### config.mk
export PLATFORM = sky130hd
export DESIGN_NAME = btb_lookup
export DESIGN_NICKNAME = d
export VERILOG_FILES = /design/src/rtl/btb_lookup.sv
export SDC_FILE = /design/constraint.sdc
export NUM_CORES = 2
export LEC_CHECK = 0
export CORE_AREA = 4 4 424 217
export CTS_CLUSTER_DIAMETER = 150
export CTS_CLUSTER_SIZE = 30
export DETAILED_ROUTE_END_ITERATION = 8
export DIE_AREA = 0 0 428 221
export PLACE_DENSITY = 0.86
export SETUP_SLACK_MARGIN = 0.05
export SYNTH_ARGS = -nofsm -noshare
export SYNTH_HDL_FRONTEND = slang
export SYNTH_SLANG_ARGS = --single-unit
### constraint.sdc
create_clock -name clk -period 11.4 [get_ports clk]
set_input_delay 2.28 -clock clk [delete_from_list [all_inputs] [get_ports clk]]
set_output_delay 2.28 -clock clk [all_outputs]
set_load 0.02 [all_outputs]
### src/rtl/btb_lookup.sv
`default_nettype none
// ============================================================================
// btb_lookup : 2-way set-associative BTB storage with registered IF-stage
//              prediction and EX-stage write-back port.
// Revision   : 1.0
// ============================================================================
module btb_lookup #(
  parameter int SETS  = 8,
  parameter int TAG_W = 27
) (
  input  logic                    clk,
  input  logic                    rst_n,
  input  logic                    i_lookup_en,
  input  logic [31:0]             i_lookup_pc,
  input  logic                    i_stall,
  input  logic                    i_flush,
  output logic                    o_pred_valid,
  output logic                    o_pred_hit,
  output logic                    o_pred_taken,
  output logic [31:0]             o_pred_next_pc,
  input  logic [$clog2(SETS)-1:0] i_update_index,
  output logic [127:0]            o_update_set,
  output logic [SETS-1:0]         o_lru,
  input  logic                    i_update_en,
  input  logic [127:0]            i_write_set,
  input  logic                    i_next_lru_write
);

  localparam int IDX_W = $clog2(SETS);

  logic [127:0]      r_array [SETS];
  logic [SETS-1:0]   r_lru;
  logic              r_pred_valid;
  logic              r_pred_hit;
  logic              r_pred_taken;
  logic [31:0]       r_pred_next_pc;

  logic [IDX_W-1:0]  w_idx;
  logic [TAG_W-1:0]  w_tag;
  logic [127:0]      w_set;
  logic [63:0]       w_way1;
  logic [63:0]       w_way2;
  logic              w_hit1;
  logic              w_hit2;
  logic              w_hit;
  logic              w_taken;
  logic [31:0]       w_next_pc;
  logic              w_lookup_go;
  logic              w_unused;

  assign w_idx       = i_lookup_pc[IDX_W+1:2];
  assign w_tag       = i_lookup_pc[31:32-TAG_W];
  assign w_unused    = &{1'b0, i_lookup_pc[1:0]};
  assign w_lookup_go = i_lookup_en && !i_stall;

  // Same-cycle write to the looked-up set is forwarded into the lookup.
  assign w_set  = (i_update_en && (i_update_index == w_idx)) ? i_write_set
                                                             : r_array[w_idx];
  assign w_way1 = w_set[127:64];
  assign w_way2 = w_set[63:0];

  assign w_hit1 = w_way1[63] && (w_way1[62 -: TAG_W] == w_tag);
  assign w_hit2 = w_way2[63] && (w_way2[62 -: TAG_W] == w_tag);
  assign w_hit  = w_hit1 || w_hit2;

  always_comb begin
    w_taken   = 1'b0;
    w_next_pc = i_lookup_pc + 32'd4;
    if (w_hit1) begin
      w_taken = w_way1[3];
      if (w_way1[3]) w_next_pc = w_way1[35:4];
    end else if (w_hit2) begin
      w_taken = w_way2[3];
      if (w_way2[3]) w_next_pc = w_way2[35:4];
    end
  end

  always_ff @(posedge clk or negedge rst_n) begin
    if (!rst_n) begin
      r_pred_valid   <= 1'b0;
      r_pred_hit     <= 1'b0;
      r_pred_taken   <= 1'b0;
      r_pred_next_pc <= 32'd0;
    end else if (i_flush) begin
      r_pred_valid <= 1'b0;
    end else if (!i_stall) begin
      if (i_lookup_en) begin
        r_pred_valid   <= 1'b1;
        r_pred_hit     <= w_hit;
        r_pred_taken   <= w_taken;
        r_pred_next_pc <= w_next_pc;
      end else begin
        r_pred_valid <= 1'b0;
      end
    end
  end

  always_ff @(posedge clk or negedge rst_n) begin
    if (!rst_n) begin
      for (int i = 0; i < SETS; i++) begin
        r_array[i] <= '0;
      end
    end else if (i_update_en) begin
      r_array[i_update_index] <= i_write_set;
    end
  end

  // The write-side assignment comes last so it wins an index collision.
  always_ff @(posedge clk or negedge rst_n) begin
    if (!rst_n) begin
      r_lru <= '0;
    end else begin
      if (w_lookup_go && w_hit) begin
        r_lru[w_idx] <= !w_hit1;
      end
      if (i_update_en) begin
        r_lru[i_update_index] <= i_next_lru_write;
      end
    end
  end

  assign o_pred_valid   = r_pred_valid;
  assign o_pred_hit     = r_pred_hit;
  assign o_pred_taken   = r_pred_taken;
  assign o_pred_next_pc = r_pred_next_pc;
  assign o_update_set   = r_array[i_update_index];
  assign o_lru          = r_lru;

endmodule
`default_nettype wire

==> impl_metrics.yaml <==
route:
  viasPerCell: 7.41
  ant_nets: 0
  wl_per_cell_um: 32.1
  drtIter0Drc: 5238
  vias: 40500
  wirelength_mm: 176
  drtPass1Iterations: 6
  drc_errors: 0
hold_path:
  hold_start: "o_pred_hit$_DFFE_PN0P_"
  hp-class: "flop to flop"
pwr:
  power.density_mw_per_mm2: 164
  p_sw_uw: 3220
  pwr-share-clk: 0.182
  p_int_uw: 7020
  p_leak_uw: 0.0251
  peakVddDrop_uv: 103
  combinationalPowerShare: 0.304
  p_sw_frac: 0.314
  seq_power_share: 0.513
cts:
  post_cts_buffers: 0
  cts_root_buf: "clkbuf_16"
  h-tree-depth: 2
  clock_sinks: 1067
  insertion_delay_ns: 0.67
  cts_tree: "yes"
  cts-buffers-inserted: 41
  cts_buffer_depth: 3
  post_cts_resized: 0
  holdBufCountCts: 0
  clkTransAtPathRegs_ns: 0.12
worst_setup_path:
  setup.worst_path.start: "i_update_index[0]"
  r2r_slack_ns: 7.47
  startpoint_type: "primary input"
  r2r-start: "r_array[1010]$_DFFE_PN0P_"
  path_buf_inv: 3
  crit_family: "buffers and inverters"
  cp.arrival_ns: 5.39
  cp-end-kind: "primary output"
  cp_max_fo: 75
  required_ns: 9.12
  criticalPathCategory: "primary input to primary output"
  max_stage_delay_ns: 0.79
  crit_path_cell_trace: "buf_8 > buf_4 > mux4_2 > mux2_2 > clkdlybuf4s50_1"
  slowest_stage: "buf_4"
sta:
  skew_ns: 0.0421
  rsz0062_at_grt: "no"
  hold_ws_ns: 0.501
  fin_setup_tns_ns: 0
  period_needed_ns: 7.67
  tightest_slew_ns: 1.20
  fmax_mhz: 130
  hold_viol: 0
  slew_viol_final: 0
  relSlewSlack: 0.193
  setup_viol: 0
  fin_crit_sh: 0.673
global_route:
  grt_pass1_wl_mm: 263
  use_met2: 0.555
  antenna_found_initial: 30
  top_usage_layer: "met2"
  grtUsageTotal: 0.363
  use_met1: 0.471
  grt_pass1_vias: 41700
  grt_max_degree: 189
  met3_usage: 0.102
  overflow: 0
final_layout:
  instances_no_fill: 5473
  area_growth_pct: 9.21
  fin_util: 0.709
  nets: 4428
  drive_gt1_frac: 0.387
placement:
  gp_congestion: 0.953
  dp.cells: 5399
  port_buffers: 340
  hpwlAfterDp_mm: 110
synth:
  synth_area_mm2: 0.0570
  synth_top_area_frac: 0.468
  ys_ff_latch: 1067
  synth_most_common_cell: "mux2_2"
  synth.avg_cell_area_um2: 13.6
  yosysTopAreaCell: "dfrtp_1"
  ys.warnings.count: 0
  synthDistinctLibCells: 72
  synth_fp_nets: 4353
  async_flop_share: 1.00
  yosysSeqAreaShare: 0.468
  synth_area_leaders: "dfrtp_1, mux2_2, mux4_2"
  yosys-top-cells-count: "mux2_2, dfrtp_1, mux4_2"
  ys.flop_type: "dfrtp_1"
  synth_edf_count: 0
  synth_cells: 4182
run:
  maxCapViolCount: 0
run_status:
  outcome: "finished, final reports clean"
floorplanning:
  io_pins: 341
  die_w_um: 428
  initial_core_util: 0.649
  die_h_um: 221
  dieArea_mm2: 0.0946
  core-area_mm2: 0.0879
  num_rows: 77
==> state kept, by name, indices dropped and copies added, names as in the netlist <==
signal,flops
o_lru,8
o_pred_hit,1
o_pred_next_pc,32
o_pred_taken,1
o_pred_valid,1
r_array,1024
==> path summary, 6_finish.rpt <==
| check | cells after the start | endpoint |
|---|---|---|
| setup reg to reg | 11 | o_pred_next_pc[26]$_DFFE_PN0P_ |
| min in group asynchronous | 1 | r_array[559]$_DFFE_PN0P_ |
| hold reg to reg | 1 | o_pred_hit$_DFFE_PN0P_ |
| setup / recovery | 5 | o_update_set[123] |
| hold / removal | 1 | o_pred_hit$_DFFE_PN0P_ |
| max in group asynchronous | 3 | r_array[834]$_DFFE_PN0P_ |
==> kinds of logic (layout without fill, tap and decap cells) <==
logic type	Yosys count	count (layout)	synth area share
other	0	29	0
flip-flops	1067	1067	0.468
XOR/XNOR	86	86	0.0132
AO/OA/AOI/OAI	575	575	0.0691
buffers and inverters	415	492	0.0294
AND/OR/NAND/NOR	415	415	0.0351
adder cells (fa/ha/maj)	1	1	0.000219
multiplexers	1623	1623	0.385
==> power by group through the flow <==
stage | Clock (uW) | Sequential [uW] | Combinational, uW
after floorplan | 0 | 5080 | 2090
after global placement | 0 | 5200 | 2990
after detailed placement | 0 | 5290 | 3090
after CTS | 1880 | 5210 | 3100
after global routing | 2000 | 5330 | 3290
final | 1870 | 5250 | 3120
==> through the flow <==
step                      setup slack (ns)  cell area [um2]  power [uW]
after floorplan                       4.53            57000        7180
after CTS                             3.70            62200       10200
after global placement                3.71            61100        8190
after global routing                  3.54            62300       10600
final                                 3.73            62300       10200
after detailed placement              3.70            61100        8370
==> per-layer routing <==
layer	wire length (um)	up-vias
li1	-	16100
met1	63700	21100
met2	80200	2662
met3	19700	654
met4	11600	16
met5	244	-
==> worst reg2reg max path: cells and delay by family, from the launching register on <==
kind / cells / cell delay, ns
mux: 2 / 0.83
xor+xnor: 1 / 0.26
flops: 1 / 0.42
buf+inv: 1 / 0.38
compound gates: 3 / 0.75
simple gates: 4 / 1.24
==> layout by cell type (no fill, tap or decap), types with 39 or more instances in the layout <==
master	synthesis	routed
a21oi_1	67	66
a221oi_1	77	77
a22o_1	39	39
a22oi_1	106	106
buf_4	14	74
clkbuf_16	0	43
clkdlybuf4s50_1	0	333
dfrtp_1	1067	1067
mux2_2	1146	1146
mux2i_1	137	137
mux4_2	340	340
nand2_1	156	156
nand4_1	54	54
nor2_1	94	87
o21ai_0	151	151
xnor2_1	57	57
==> layout make-up <==
type	count	area, um2
antenna	29	72.6
clock buffer	43	1080
clock inverter	2	25.0
fill	5720	25600
inverter	29	109
multi-input combinational	2700	28700
sequential	1067	26700
tap	1185	1480
timing repair buffer	418	4070
Power figures use the tool's default switching activity.
